--- src/rtl/rv_arb_pkg.sv ---
// Shared types and helpers for the round-robin FIFO write-port arbiter.
package rv_arb_pkg;

    typedef enum logic {IDLE, GRANT} arb_state_t;

    // Grant index width; a single requester still needs one bit.
    function automatic int unsigned id_width(input int unsigned n);
        return (n > 1) ? $clog2(n) : 1;
    endfunction

    // LSB position of lane `lane` in a flat bus of `width`-bit lanes.
    function automatic int unsigned lane_base(input int unsigned lane, input int unsigned width);
        return lane * width;
    endfunction

endpackage

--- src/rtl/rr_pick.sv ---
// Rotating-priority encoder: first set request strictly after last_grant, wrapping.
module rr_pick
    import rv_arb_pkg::*;
#(
    parameter  int unsigned NUM_REQ = 4,
    localparam int unsigned ID_W    = id_width(NUM_REQ)
) (
    input  logic [NUM_REQ-1:0] req,
    input  logic [ID_W-1:0]    last_grant,
    output logic [ID_W-1:0]    sel,
    output logic               any
);

    logic            found;
    logic [ID_W-1:0] idx;

    always_comb begin
        sel   = '0;
        found = 1'b0;
        idx   = '0;
        // i runs 1..NUM_REQ so last_grant itself is checked last.
        for (int unsigned i = 1; i <= NUM_REQ; i++) begin
            idx = ID_W'((32'(last_grant) + i) % NUM_REQ);
            if (!found && req[idx]) begin
                found = 1'b1;
                sel   = idx;
            end
        end
    end

    assign any = |req;

endmodule

--- src/rtl/rv_fifo_rr_arbiter.sv ---
// Round-robin arbiter sharing one rv_fifo write port between NUM_REQ producers,
// with packet locking on req_last and a MAX_BURST cap per grant.
module rv_fifo_rr_arbiter
    import rv_arb_pkg::*;
#(
    parameter  int unsigned NUM_REQ    = 4,
    parameter  int unsigned DATA_WIDTH = 16,
    parameter  int unsigned MAX_BURST  = 4,
    localparam int unsigned ID_W       = id_width(NUM_REQ)
) (
    input  logic                          clk,
    input  logic                          rst,
    input  logic [NUM_REQ-1:0]            req_valid,
    output logic [NUM_REQ-1:0]            req_ready,
    input  logic [NUM_REQ-1:0]            req_last,
    input  logic [NUM_REQ*DATA_WIDTH-1:0] req_data,
    output logic [DATA_WIDTH-1:0]         fifo_data_in,
    output logic                          fifo_valid_in,
    input  logic                          fifo_ready_in,
    output logic [ID_W-1:0]               grant_id,
    output logic                          grant_active
);

    localparam int unsigned     BURST_W   = $clog2(MAX_BURST + 1);
    localparam logic [BURST_W-1:0] BurstLast = BURST_W'(MAX_BURST - 1);

    arb_state_t         state_q, state_d;
    logic [ID_W-1:0]    grant_q, grant_d;
    logic [ID_W-1:0]    last_q, last_d;
    logic [BURST_W-1:0] burst_q, burst_d;

    logic [ID_W-1:0]       pick_sel;
    logic                  pick_any;
    logic [DATA_WIDTH-1:0] lane_data [NUM_REQ];

    for (genvar i = 0; i < NUM_REQ; i++) begin : g_lane
        assign lane_data[i] = req_data[lane_base(i, DATA_WIDTH) +: DATA_WIDTH];
    end

    rr_pick #(
        .NUM_REQ(NUM_REQ)
    ) u_rr_pick (
        .req       (req_valid),
        .last_grant(last_q),
        .sel       (pick_sel),
        .any       (pick_any)
    );

    // Zero-latency pass-through from the owner while granted.
    always_comb begin
        req_ready     = '0;
        fifo_valid_in = 1'b0;
        fifo_data_in  = '0;
        if (state_q == GRANT) begin
            fifo_valid_in      = req_valid[grant_q];
            fifo_data_in       = lane_data[grant_q];
            req_ready[grant_q] = fifo_ready_in;
        end
    end

    always_comb begin
        state_d = state_q;
        grant_d = grant_q;
        last_d  = last_q;
        burst_d = burst_q;
        unique case (state_q)
            IDLE: begin
                if (pick_any) begin
                    grant_d = pick_sel;
                    burst_d = '0;
                    state_d = GRANT;
                end
            end
            GRANT: begin
                if (!req_valid[grant_q]) begin
                    state_d = IDLE;
                    last_d  = grant_q;
                    burst_d = '0;
                end else if (fifo_ready_in) begin
                    // Burst cap ends the grant even in the middle of a packet.
                    if (req_last[grant_q] || (burst_q == BurstLast)) begin
                        state_d = IDLE;
                        last_d  = grant_q;
                        burst_d = '0;
                    end else begin
                        burst_d = burst_q + 1'b1;
                    end
                end
            end
            default: state_d = IDLE;
        endcase
    end

    always_ff @(posedge clk) begin
        if (rst) begin
            state_q <= IDLE;
            grant_q <= '0;
            last_q  <= ID_W'(NUM_REQ - 1);
            burst_q <= '0;
        end else begin
            state_q <= state_d;
            grant_q <= grant_d;
            last_q  <= last_d;
            burst_q <= burst_d;
        end
    end

    assign grant_id     = grant_q;
    assign grant_active = (state_q == GRANT);

endmodule

--- config.mk ---
export PLATFORM = sky130hd
export DESIGN_NAME = rv_fifo_rr_arbiter
export DESIGN_NICKNAME = d
export VERILOG_FILES = /design/src/rtl/rv_arb_pkg.sv /design/src/rtl/rr_pick.sv /design/src/rtl/rv_fifo_rr_arbiter.sv
export SDC_FILE = /design/constraint.sdc
export NUM_CORES = 1
export LEC_CHECK = 0
export ABC_AREA = 1
export BUFFER_PORTS_ARGS = -buffer_cell sky130_fd_sc_hd__buf_2
export CELL_PAD_IN_SITES_DETAIL_PLACEMENT = 1
export CELL_PAD_IN_SITES_GLOBAL_PLACEMENT = 2
export CORE_ASPECT_RATIO = 1.75
export CORE_UTILIZATION = 18
export DETAILED_ROUTE_END_ITERATION = 7
export PLACE_DENSITY = 0.95
export SYNTH_ARGS = -nofsm -noshare
export SYNTH_HDL_FRONTEND = slang
export SYNTH_SLANG_ARGS = --single-unit
--- constraint.sdc ---
create_clock -name clk -period 3.05 [get_ports clk]
set_input_delay 0.61 -clock clk [delete_from_list [all_inputs] [get_ports clk]]
set_output_delay 0.61 -clock clk [all_outputs]
set_load 0.01 [all_outputs]
==> results of run 1 <==
power groups by stage:
stage               registers, mW  clock network, mW  logic (mW)
finish                      0.174              0.131       0.551
floorplan                   0.140                  0       0.419
detailed placement          0.176                  0       0.559
global placement            0.174                  0       0.551
CTS                         0.174              0.134       0.560
global route                0.179              0.140       0.618
cell usage after synthesis (all sizes together):
master	instances	area, um^2
nand4	4	25.0
nor2	17	129
inv	16	67.6
a31oi	16	100
buf	4	33.8
o21ai	7	35.0
clkinv	1	3.75
nor3	4	20.0
o22ai	1	12.5
a21oi	2	10.0
ha	2	25.0
and2	1	6.26
a31o	1	8.76
nand3	14	70.1
a22oi	16	120
nand3b	1	7.51
nand2	80	325
dfxtp	8	160
clkbuf	4	15.0
sequential cells by signal (all words and copies together) (netlist names):
name / flops
burst_q: 3
grant_active: 1
grant_id: 2
last_q: 2
layout make-up:
| class | instances | area share |
|---|---|---|
| Tap cell | 80 | 0.0569 |
| Timing Repair Buffer | 98 | 0.279 |
| Multi-Input combinational cell | 166 | 0.509 |
| Inverter | 17 | 0.0406 |
| Sequential cell | 8 | 0.0911 |
| Clock buffer | 3 | 0.0235 |
kinds of logic (layout without fill, tap and decap cells):
| group | count (synthesis) | in the layout |
|---|---|---|
| simple gates | 121 | 121 |
| compound gates | 43 | 43 |
| fa+ha+maj | 2 | 2 |
| flops | 8 | 8 |
| buf+inv | 25 | 118 |
critical path: cells and delay by family, from the launching register on:
kind / cells / cell delay [ns]
AOI/OAI and AO/OA: 1 / 0.28
buffers and inverters: 2 / 0.47
DFF: 1 / 0.71
and+or+nand+nor: 2 / 0.22
worst paths after layout:
check | from | end | slack [ns] | depth (start not counted)
worst min register to register | burst_q[1]$_SDFFE_PP0P_ | burst_q[1]$_SDFFE_PP0P_ | 0.51 | 2
worst min-delay path | burst_q[1]$_SDFFE_PP0P_ | burst_q[1]$_SDFFE_PP0P_ | 0.51 | 2
worst max register to register | grant_id[0]$_SDFFE_PP0P_ | burst_q[0]$_SDFFE_PP0P_ | 1.15 | 10
worst max-delay path | grant_id[0]$_SDFFE_PP0P_ | fifo_data_in[9] | 0.52 | 5
per-layer routing:
layer,vias up,share of wire
met1,790,0.39
met4,0,0.0087
li1,869,-
met3,5,0.082
met5,-,0
met2,91,0.52
==> impl_results.md, run 1 <==
- Total routed wirelength: 5040 um
- Number of sinks on the clock net: 8
- Sequential share of power: 0.204
- Via density per instance: 4.72
- Fin Clk Skew: 0.00363 ns
- Global-route track usage on met3: 0.0418
- Fraction of layout instances using a drive strength above 1: 0.428
- Instance area after placement: 0.00172 mm^2
- Worst path slowest cell: sky130_fd_sc_hd__dfxtp_1
- Initial antenna violation count: 0
- Syn avg cell area: 5.90 um^2
- Power density of the placed cells: 487 mW/mm^2
- Clock tree from TritonCTS: built
- Filler Cell Count: 856
- Final Hold Violating Endpoints: 0
- Net Switching: 0.438 mW
- Synthesized netlist cell count: 199
- Internal power contribution: 0.418 mW
- Most common cell after layout, fill and taps aside: sky130_fd_sc_hd__buf_2
- Post-cts repair resize count: 0
- Maximum net fanout on the critical path: 18
- Input/output buffers: 98
- Die outline area: 0.00687 mm^2
- Setup repair after global routing missed its margin: false
- Post-synthesis mux area share: 0
- Antenna Cells: 0
- Actual slew at the worst max-slew pin: 0.628 ns
- Avg WL per Cell: 13.5 um
- Starting utilization of the core area: 0.189
- Initial DRT Pass Iterations: 4
- Simple logic cell fraction of the synthesized area: 0.496
- Status: finished, final reports clean
- Overflow after GRT: 0
- Vertical die dimension: 109 um
- Number of vias in the routed layout: 1755
- Iteration-0 DRC Markers: 8
- Die X: 63.1 um
- Utilization after layout: 0.282
- Maximum clock insertion buffer count: 2
- Routability cong.: 0.825
- Minimum setup slack in the final design: 0.519 ns
- Busiest metal layer after global routing: met2
- Number of max-slew violations in the final report: 0
- Total Power: 0.856 mW
- Clock Power Share: 0.152
- Post-Synth XOR/XNOR Area: 0
- Worst hold-check path type: reg -> reg
- Tightest hold margin: 0.507 ns
- Cell leakage power: 0.926 nW
- Commonest cells after routing, fill and taps aside: 98 x sky130_fd_sc_hd__buf_2, 72 x sky130_fd_sc_hd__nand2_1, 16 x sky130_fd_sc_hd__a22oi_1, 16 x sky130_fd_sc_hd__a31oi_1, 14 x sky130_fd_sc_hd__nand3_1
- Pin count of the biggest net entering global routing: 20
- Main combinational cell family by area after synthesis: simple AND/OR/NAND/NOR gates
- Setup violations, final: 0
- Cell area after synthesis: 0.00117 mm^2
- Clock root cell: sky130_fd_sc_hd__clkbuf_8
- Placed Cells incl. Taps: 369
- FF/Latch Area: 160 um^2
- Core Area: 0.00623 mm^2
- Sequential fraction of the synthesis area: 0.136
- Worst setup path class: reg -> out
- Required time reported for the critical path endpoint: 2.44 ns
- Number of design rule violations left after detail routing: 0
- Critical Path Max Stage Delay: 0.71 ns
- Number of hold buffers added after CTS: 0
- Clk_lat worst skew: 0.23 ns
- Compound-Gate Fraction of Synth Area: 0.244
- Sw Ratio: 0.512
- Startpoint Class: register
- Layout Cell Area excl Fill: 0.00176 mm^2
- GR Util met2: 0.291
- Comb pwr share: 0.644
- Cts bufs inserted: 3
- Timing-limited maximum frequency: 0.395 GHz
- Minimum period implied by the final worst setup slack: 2.53 ns
- Peak VDD IR: 165 uV
- Fin crit share: 0.830
- Final antenna-violating net count: 0
- Flop and latch count out of synthesis: 8
- Wire length of the first global-routing pass: 8200 um
- Number of global-route vias before repair: 1807
- Setup TNS: 0 ns
- Count of synthesis-stage warnings from yosys: 0
- Synth Area in Adders: 0.0213
- Netlist cell types: 29
- Mapped Nets: 276
- CP Data Arrival Time: 1.92 ns
- Type of destination of the critical path: primary output
- GR Layer Usage met1: 0.157
- Number of placement rows: 38
- Post-layout net count: 371
- Area growth, synth to finish: 49.6%
- Tot GR Track Use: 0.151
- Slew headroom: 0.581
- DPL Wire Length: 4360 um
- Critical path, cell by cell: nand2_4 > inv_2 > nand2_1 > a31oi_1 > buf_2
- Multi-input gate area: 895 um^2
- Clock transition at the registers of the reported paths: 0.04 ns
- Ports: 99
- Max-cap check violation count: 0
- Final standard cell count with taps included and fillers excluded: 372
- CTS H-tree lvls: 1
- Setup bufs post-CTS: 0
- Setup Slack @ Placement: 0.772 ns
(Power assumes the default switching activity.)
==> run 2, diff against run 1 <==
--- a/config.mk
+++ b/config.mk
@@ -10,9 +10,9 @@
 export CELL_PAD_IN_SITES_DETAIL_PLACEMENT = 1
 export CELL_PAD_IN_SITES_GLOBAL_PLACEMENT = 2
 export CORE_ASPECT_RATIO = 1.75
-export CORE_UTILIZATION = 18
+export CORE_UTILIZATION = 15
 export DETAILED_ROUTE_END_ITERATION = 7
-export PLACE_DENSITY = 0.95
+export PLACE_DENSITY = 0.86
 export SYNTH_ARGS = -nofsm -noshare
 export SYNTH_HDL_FRONTEND = slang
 export SYNTH_SLANG_ARGS = --single-unit
==> constraint.sdc (replaced) <==
create_clock -name clk -period 2.2 [get_ports clk]
set_input_delay 0.44 -clock clk [delete_from_list [all_inputs] [get_ports clk]]
set_output_delay 0.44 -clock clk [all_outputs]
set_load 0.01 [all_outputs]
==> run 2 against run 1 <==
- total power increased by 57%
- sequential share of layout area decreased by 0.27 points
- critical path type unchanged
- utilization decreased by 4.1 points
- hold slack got worse by 0.13 ns
- count of clock-buffer cells in the layout unchanged
- cell area increased by 3.9%
- largest power group unchanged
- clock skew decreased by 0.0012 ns
- register-to-register slack got worse by 0.63 ns
==> impl_results.md, run 2 (synthesis results as in run 1) <==
- Status: finished, final reports clean
- Met2 routed wirelength: 2880 um (+9.3%)
- Setup violations, final: 0 (unchanged)
- Actual slew at the worst max-slew pin: 0.484 ns (-0.144 ns)
- Worst setup path class: reg -> out
- Pin count of the biggest net entering global routing: 19 (-5.0%)
- Startpoint Class: register
- Cell leakage power: 0.956 nW (+3.2%)
- Timing-limited maximum frequency: 0.487 GHz
- DPL Wire Length: 4300 um (-1.2%)
- Final Hold Violating Endpoints: 0 (unchanged)
- Routability cong.: 0.816 (-1.1%)
- Initial DRT Pass Iterations: 4 (unchanged)
- Max reg flops: 3 (unchanged)
- Via density per instance: 4.53 (-3.9%)
- Clock root cell: sky130_fd_sc_hd__clkbuf_16
- Initial antenna violation count: 0 (unchanged)
- Cts bufs inserted: 3 (unchanged)
- Core Area: 0.00757 mm^2 (+21%)
- Final antenna-violating net count: 0 (unchanged)
- Antenna Cells: 0 (unchanged)
- Tot GR Track Use: 0.135 (-0.0159)
- Setup bufs post-CTS: 0 (unchanged)
- Uppermost signal routing layer after detailed routing: met4
- CP Data Arrival Time: 1.62 ns (-0.30 ns)
- Clk_lat worst skew: 0.24 ns (about the same)
- Detailed route wirelength on metal3: 273 um (-34%)
- Most common cell after layout, fill and taps aside: sky130_fd_sc_hd__buf_2
- Tightest hold margin: 0.375 ns (-0.132 ns)
- Max-cap check violation count: 0 (unchanged)
- Die X: 68.9 um (+9.2%)
- Input/output buffers: 98 (unchanged)
- Wire length of the first global-routing pass: 8510 um (+3.8%)
- Total routed wirelength: 5170 um (+2.7%)
- Clock transition at the registers of the reported paths: 0.04 ns (about the same)
- Maximum clock insertion buffer count: 2 (unchanged)
- Minimum period implied by the final worst setup slack: 2.06 ns
- Iteration-0 DRC Markers: 33 (+25)
- Overflow after GRT: 0 (unchanged)
- Required time reported for the critical path endpoint: 1.76 ns (-0.68 ns)
- Clock Power Share: 0.240 (+0.088)
- Avg WL per Cell: 13.5 um (-0.23%)
- Fin crit share: 0.934
- Fraction of layout instances using a drive strength above 1: 0.437 (+0.00921)
- Internal power contribution: 0.712 mW (+70%)
- Setup repair after global routing missed its margin: false
- Peak VDD IR: 245 uV (+48%)
- DRT met1 WL: 1900 um (-2.7%)
- Number of sinks on the clock net: 8 (unchanged)
- Number of max-slew violations in the final report: 0 (unchanged)
- Maximum net fanout on the critical path: 18 (unchanged)
- Setup Slack @ Placement: 0.304 ns (-0.468 ns)
- Number of design rule violations left after detail routing: 0 (unchanged)
- Sequential share of power: 0.166 (-0.038)
- Comb pwr share: 0.594 (-0.050)
- Number of global-route vias before repair: 1915 (+6.0%)
- Vertical die dimension: 119 um (+9.4%)
- Number of placement rows: 42 (+11%)
- Total Power: 1.35 mW (+57%)
- Most flop-heavy register: burst_q
- Commonest cells after routing, fill and taps aside: 98 x sky130_fd_sc_hd__buf_2, 72 x sky130_fd_sc_hd__nand2_1, 16 x sky130_fd_sc_hd__a22oi_1, 16 x sky130_fd_sc_hd__a31oi_1, 14 x sky130_fd_sc_hd__nand3_1
- Die outline area: 0.00820 mm^2 (+19%)
- Minimum setup slack in the final design: 0.145 ns (-0.374 ns)
- Ports: 99 (unchanged)
- Clock tree from TritonCTS: built
- Fin Clk Skew: 0.00247 ns (-0.00116 ns)
- Worst hold-check path type: in -> reg
- Sw Ratio: 0.472 (-0.0401)
- CTS H-tree lvls: 1 (unchanged)
- Area growth, synth to finish: 55.5%
- Power density of the placed cells: 737 mW/mm^2 (+51%)
- Type of destination of the critical path: primary output
- Number of vias in the routed layout: 1736 (-1.1%)
- Starting utilization of the core area: 0.155 (-0.0334)
- Post-layout net count: 374 (+0.81%)
- Utilization after layout: 0.241 (-0.0408)
- Slew headroom: 0.677 (+0.0961)
- Net Switching: 0.636 mW (+45%)
- Setup TNS: 0 ns (unchanged)
-- run 2: cell types whose count changed in the layout (fill, tap and decap cells not counted), sizes merged --
cell    change
buf         +3
clkinv      +1
inv         -1
-- run 2: final timing paths --
kind	depth (start not counted)	start	end	slack [ns]
setup / recovery	7	grant_id[1]$_SDFFE_PP0P_	fifo_valid_in	0.14
hold / removal	2	rst	grant_active$_SDFF_PP0_	0.38
setup reg to reg	8	grant_id[1]$_SDFFE_PP0P_	last_q[0]$_SDFFE_PP1P_	0.52
hold reg to reg	2	burst_q[1]$_SDFFE_PP0P_	burst_q[1]$_SDFFE_PP0P_	0.49
-- run 2: final cells by class --
cell class | count | area [um^2]
fill | 1023 | 5740
multi-input combinational | 166 | 895
timing repair buffer | 101 | 513
sequential | 8 | 161
tap | 88 | 110
clock buffer | 3 | 75.1
inverter | 17 | 72.6
-- run 2: power groups by stage --
stage / registers (mW) / logic, mW / clock network, mW
floorplan: 0.194 / 0.580 / 0
global placement: 0.223 / 0.801 / 0
detailed placement: 0.224 / 0.815 / 0
CTS: 0.223 / 0.817 / 0.329
global route: 0.229 / 0.903 / 0.334
finish: 0.224 / 0.800 / 0.324
-- run 2: through the flow --
step / area [um^2] / std cells
3_5_place_dp: 1750 / 380
6_report: 1830 / 383
4_1_cts: 1820 / 383
3_3_place_gp: 1750 / 380
2_1_floorplan: 1170 / 199
5_1_grt: 1830 / 383
-- run 2: worst max-delay path: stages, from the launching register on --
cell                      delay, ns
sky130_fd_sc_hd__dfxtp_1       0.39
sky130_fd_sc_hd__buf_4         0.22
sky130_fd_sc_hd__nor2_8        0.28
sky130_fd_sc_hd__nand2_2       0.08
sky130_fd_sc_hd__nand2_2       0.10
sky130_fd_sc_hd__nor2_4        0.05
sky130_fd_sc_hd__nor2_4        0.10
sky130_fd_sc_hd__buf_2         0.14
-- run 2: repair_timing --
| action | 4_1_cts | 5_1_grt |
|---|---|---|
| hold buffers | 0 | 0 |
| endpoints found under the setup margin | 0 | 3 |
| gates resized for setup | 0 | 2 |
-- run 2: per-layer routing --
metal  vias to the layer above  global-route usage
met5                         -                   0
li1                        875                   -
met1                       778               0.137
met4                         0              0.0421
met3                         9              0.0201
met2                        74               0.260
==> run 3, diff against run 2 <==
--- a/config.mk
+++ b/config.mk
@@ -5,14 +5,14 @@
 export SDC_FILE = /design/constraint.sdc
 export NUM_CORES = 1
 export LEC_CHECK = 0
-export ABC_AREA = 1
 export BUFFER_PORTS_ARGS = -buffer_cell sky130_fd_sc_hd__buf_2
 export CELL_PAD_IN_SITES_DETAIL_PLACEMENT = 1
 export CELL_PAD_IN_SITES_GLOBAL_PLACEMENT = 2
 export CORE_ASPECT_RATIO = 1.75
-export CORE_UTILIZATION = 15
+export CORE_UTILIZATION = 16
 export DETAILED_ROUTE_END_ITERATION = 7
-export PLACE_DENSITY = 0.86
+export PLACE_DENSITY = 0.85
+export REMOVE_ABC_BUFFERS = 1
 export SYNTH_ARGS = -nofsm -noshare
 export SYNTH_HDL_FRONTEND = slang
 export SYNTH_SLANG_ARGS = --single-unit
==> run 3 against run 2 <==
- sequential share of layout area rose by 0.83 points
- cell count shrank 27%
- combinational power shrank 50%
- synthesized cell count shrank 47%
- wire length shrank 26%
- register-to-register slack better by 0.08 ns
- hold slack better by 0.091 ns
- area after synthesis decreased by 12%
- critical path depth is 3 lower
- count of clock-buffer cells in the layout did not move
- critical path type unchanged
==> impl_results.md, run 3 <==
- Status: finished, final reports clean
- Overflow after GRT: 0 (unchanged)
- Power density of the placed cells: 451 mW/mm^2 (-39%)
- Simple logic cell fraction of the synthesized area: 0.234 (-0.262)
- Layout Cell Area excl Fill: 0.00167 mm^2 (-8.6%)
- Avg WL per Cell: 13.6 um (+1.0%)
- Clock root cell: sky130_fd_sc_hd__clkbuf_8
- Number of placement rows: 38 (-9.5%)
- FF/Latch Area: 161 um^2 (unchanged)
- Most common cell after layout, fill and taps aside: sky130_fd_sc_hd__buf_2
- Number of max-slew violations in the final report: 0 (unchanged)
- Syn avg cell area: 9.87 um^2 (+67%)
- Sequential fraction of the synthesis area: 0.155 (+0.0183)
- Wire length of the first global-routing pass: 5940 um (-30%)
- Placed Cells incl. Taps: 278 (-27%)
- Post-layout net count: 280 (-25%)
- Critical path startpoint: grant_id[0]$_SDFFE_PP0P_
- Number of global-route vias before repair: 1261 (-34%)
- Compound-Gate Fraction of Synth Area: 0.110 (-0.134)
- Cell area after synthesis: 0.00104 mm^2 (-12%)
- Ports: 99 (unchanged)
- Final standard cell count with taps included and fillers excluded: 281 (-27%)
- Tightest hold margin: 0.466 ns (+0.0913 ns)
- Iteration-0 DRC Markers: 6 (-82%)
- Area growth, synth to finish: 61.2%
- Core Area: 0.00623 mm^2 (-18%)
- Pin count of the biggest net entering global routing: 25 (+6)
- Starting utilization of the core area: 0.166 (+0.0111)
- Routability cong.: 0.771 (-5.6%)
- Leading cell types by total area after synthesis: sky130_fd_sc_hd__mux4_2 37%, sky130_fd_sc_hd__dfxtp_1 15%, sky130_fd_sc_hd__and2_1 10%
- Main combinational cell family by area after synthesis: multiplexers
- Worst setup path class: reg -> out
- Critical path, cell by cell: buf_12 > mux4_2 > and2_1 > buf_2
- Number of sinks on the clock net: 8 (unchanged)
- Leading register cell type out of synthesis: sky130_fd_sc_hd__dfxtp_1
- Most flop-heavy register: burst_q
- Cell leakage power: 0.813 nW (-15%)
- R2r endpoint: last_q[1]$_SDFFE_PP1P_
- Critical Path Max Stage Delay: 0.50 ns (+0.11 ns)
- Fin Clk Skew: 0.00331 ns (+0.000837 ns)
- Number of design rule violations left after detail routing: 0 (unchanged)
- Clock transition at the registers of the reported paths: 0.04 ns (about the same)
- Final Hold Violating Endpoints: 0 (unchanged)
- Post-Synth XOR/XNOR Area: 0 (unchanged)
- Number of flops mapped to enable cells by yosys: 0 (unchanged)
- Startpoint Class: register
- Max-cap check violation count: 0 (unchanged)
- Utilization after layout: 0.268 (+0.0268)
- DPL Wire Length: 3370 um (-22%)
- Vertical die dimension: 108 um (-8.9%)
- Setup violations, final: 0 (unchanged)
- Maximum net fanout on the critical path: 14 (-4)
- Logic depth of the worst register-to-register path: 5 (-3)
- Fraction of layout instances using a drive strength above 1: 0.627 (+0.190)
- Setup TNS: 0 ns (unchanged)
- Fin crit share: 0.933 (about the same)
- Critical R2R Launch: grant_id[1]$_SDFFE_PP0P_
- Clock tree from TritonCTS: built
- Count of synthesis-stage warnings from yosys: 0 (unchanged)
- Required time reported for the critical path endpoint: 1.76 ns (about the same)
- Peak VDD IR: 275 uV (+12%)
- Initial DRT Pass Iterations: 2 (-2)
- Synth Area in Adders: 0.0242 (+0.00286)
- Number of vias in the routed layout: 1234 (-29%)
- Commonest cells after routing, fill and taps aside: 98 x sky130_fd_sc_hd__buf_2, 17 x sky130_fd_sc_hd__mux4_2, 17 x sky130_fd_sc_hd__and2_1, 9 x sky130_fd_sc_hd__nor2_1, 7 x sky130_fd_sc_hd__dfxtp_1
- Maximum clock insertion buffer count: 2 (unchanged)
- Synthesized netlist cell count: 105 (-47%)
- Netlist cell types: 31 (+6.9%)
- Tot GR Track Use: 0.112 (-0.0227)
- Top-area cell type share of the netlist area: 0.370 (+0.140)
- Final antenna-violating net count: 0 (unchanged)
- Instance area after placement: 0.00163 mm^2 (-6.9%)
- Antenna Cells: 0 (unchanged)
- Flop-to-flop setup slack: 0.60 ns (+0.08 ns)
- Worst Setup EP: fifo_data_in[9]
- Die X: 62.8 um (-8.8%)
- Timing-limited maximum frequency: 0.487 GHz (about the same)
- CP Data Arrival Time: 1.61 ns (about the same)
- Initial antenna violation count: 0 (unchanged)
- Via density per instance: 4.39 (-3.1%)
- Worst hold-check path type: reg -> reg
- Worst path slowest cell: sky130_fd_sc_hd__mux4_2
- Dominant cell type by area after synthesis: sky130_fd_sc_hd__mux4_2
- Minimum period implied by the final worst setup slack: 2.05 ns (-0.00185 ns)
- Max reg flops: 3 (unchanged)
- Total routed wirelength: 3830 um (-26%)
- Worst min-delay path startpoint: burst_q[2]$_SDFFE_PP0P_
- Flop and latch count out of synthesis: 8 (unchanged)
- Setup repair after global routing missed its margin: false
- Die outline area: 0.00681 mm^2 (-17%)
- Actual slew at the worst max-slew pin: 0.384 ns (-0.100 ns)
- Post-synthesis mux area share: 0.408 (+0.408)
- Multi-input gate area: 805 um^2 (-10%)
- Input/output buffers: 98 (unchanged)
- Clk_lat worst skew: 0.23 ns (about the same)
- Commonest cells in the synthesized netlist: 17 x sky130_fd_sc_hd__and2_1, 17 x sky130_fd_sc_hd__mux4_2, 9 x sky130_fd_sc_hd__nor2_1
- Post-synthesis async set-or-reset flop share: 0 (unchanged)
- Cts bufs inserted: 3 (unchanged)
- Slew headroom: 0.742 (+0.0652)
- Type of destination of the critical path: primary output
- Filler Cell Count: 775 (-24%)
- CTS H-tree lvls: 1 (unchanged)
- Setup bufs post-CTS: 0 (unchanged)
run 3: worst max-delay path, delay by kind of cell, from the launching register on:
kind | cells | cell delay [ns]
multiplexers | 1 | 0.50
buffers and inverters | 2 | 0.32
flip-flops | 1 | 0.39
AND/OR/NAND/NOR | 1 | 0.18
run 3: final cells by class:
class	instances	area share
multi-input combinational	81	0.482
sequential	8	0.0966
timing repair buffer	103	0.324
clock buffer	3	0.0247
tap	80	0.0599
inverter	6	0.0135
run 3: metal layers:
| metal | track usage | part of all wire |
|---|---|---|
| met5 | 0 | 0 |
| met4 | 0.0399 | 0.0070 |
| met3 | 0.0211 | 0.069 |
| met2 | 0.241 | 0.61 |
| met1 | 0.0976 | 0.32 |
run 3: worst min path at each step:
stage,endpoint,depth (start not counted)
floorplan,burst_q[2]$_SDFFE_PP0P_,2
global placement,burst_q[2]$_SDFFE_PP0P_,2
detailed placement,burst_q[2]$_SDFFE_PP0P_,2
CTS,burst_q[2]$_SDFFE_PP0P_,2
global route,burst_q[2]$_SDFFE_PP0P_,2
finish,burst_q[2]$_SDFFE_PP0P_,2
run 3: cell families after synthesis:
group                      Yosys count
muxes                               21
DFF                                  8
adders and majority gates            2
and+or+nand+nor                     43
AOI/OAI and AO/OA                   15
buffers and inverters               16
run 3: what timing repair did:
action	4_1_cts	5_1_grt
gates resized for setup	0	1
hold endpoints to repair	0	0
endpoints found under the setup margin	0	13
hold buffers	0	0
run 3: power breakdown:
| group | internal [mW] | leakage (nW) | switching [mW] | total, mW |
|---|---|---|---|---|
| logic | 0.228 | 0.726 | 0.171 | 0.398 |
| registers | 0.160 | 0.0660 | 0.0197 | 0.179 |
| clock network | 0.119 | 0.0216 | 0.0575 | 0.176 |
| total | 0.506 | 0.813 | 0.248 | 0.754 |
run 3: metrics by stage:
stage                     power [mW]  setup WS (ns)
after global placement         0.578          0.254
final                          0.754          0.147
after CTS                      0.770         0.0221
after global routing           0.805         0.0682
after detailed placement       0.589          0.250
after floorplan                0.411         -0.101
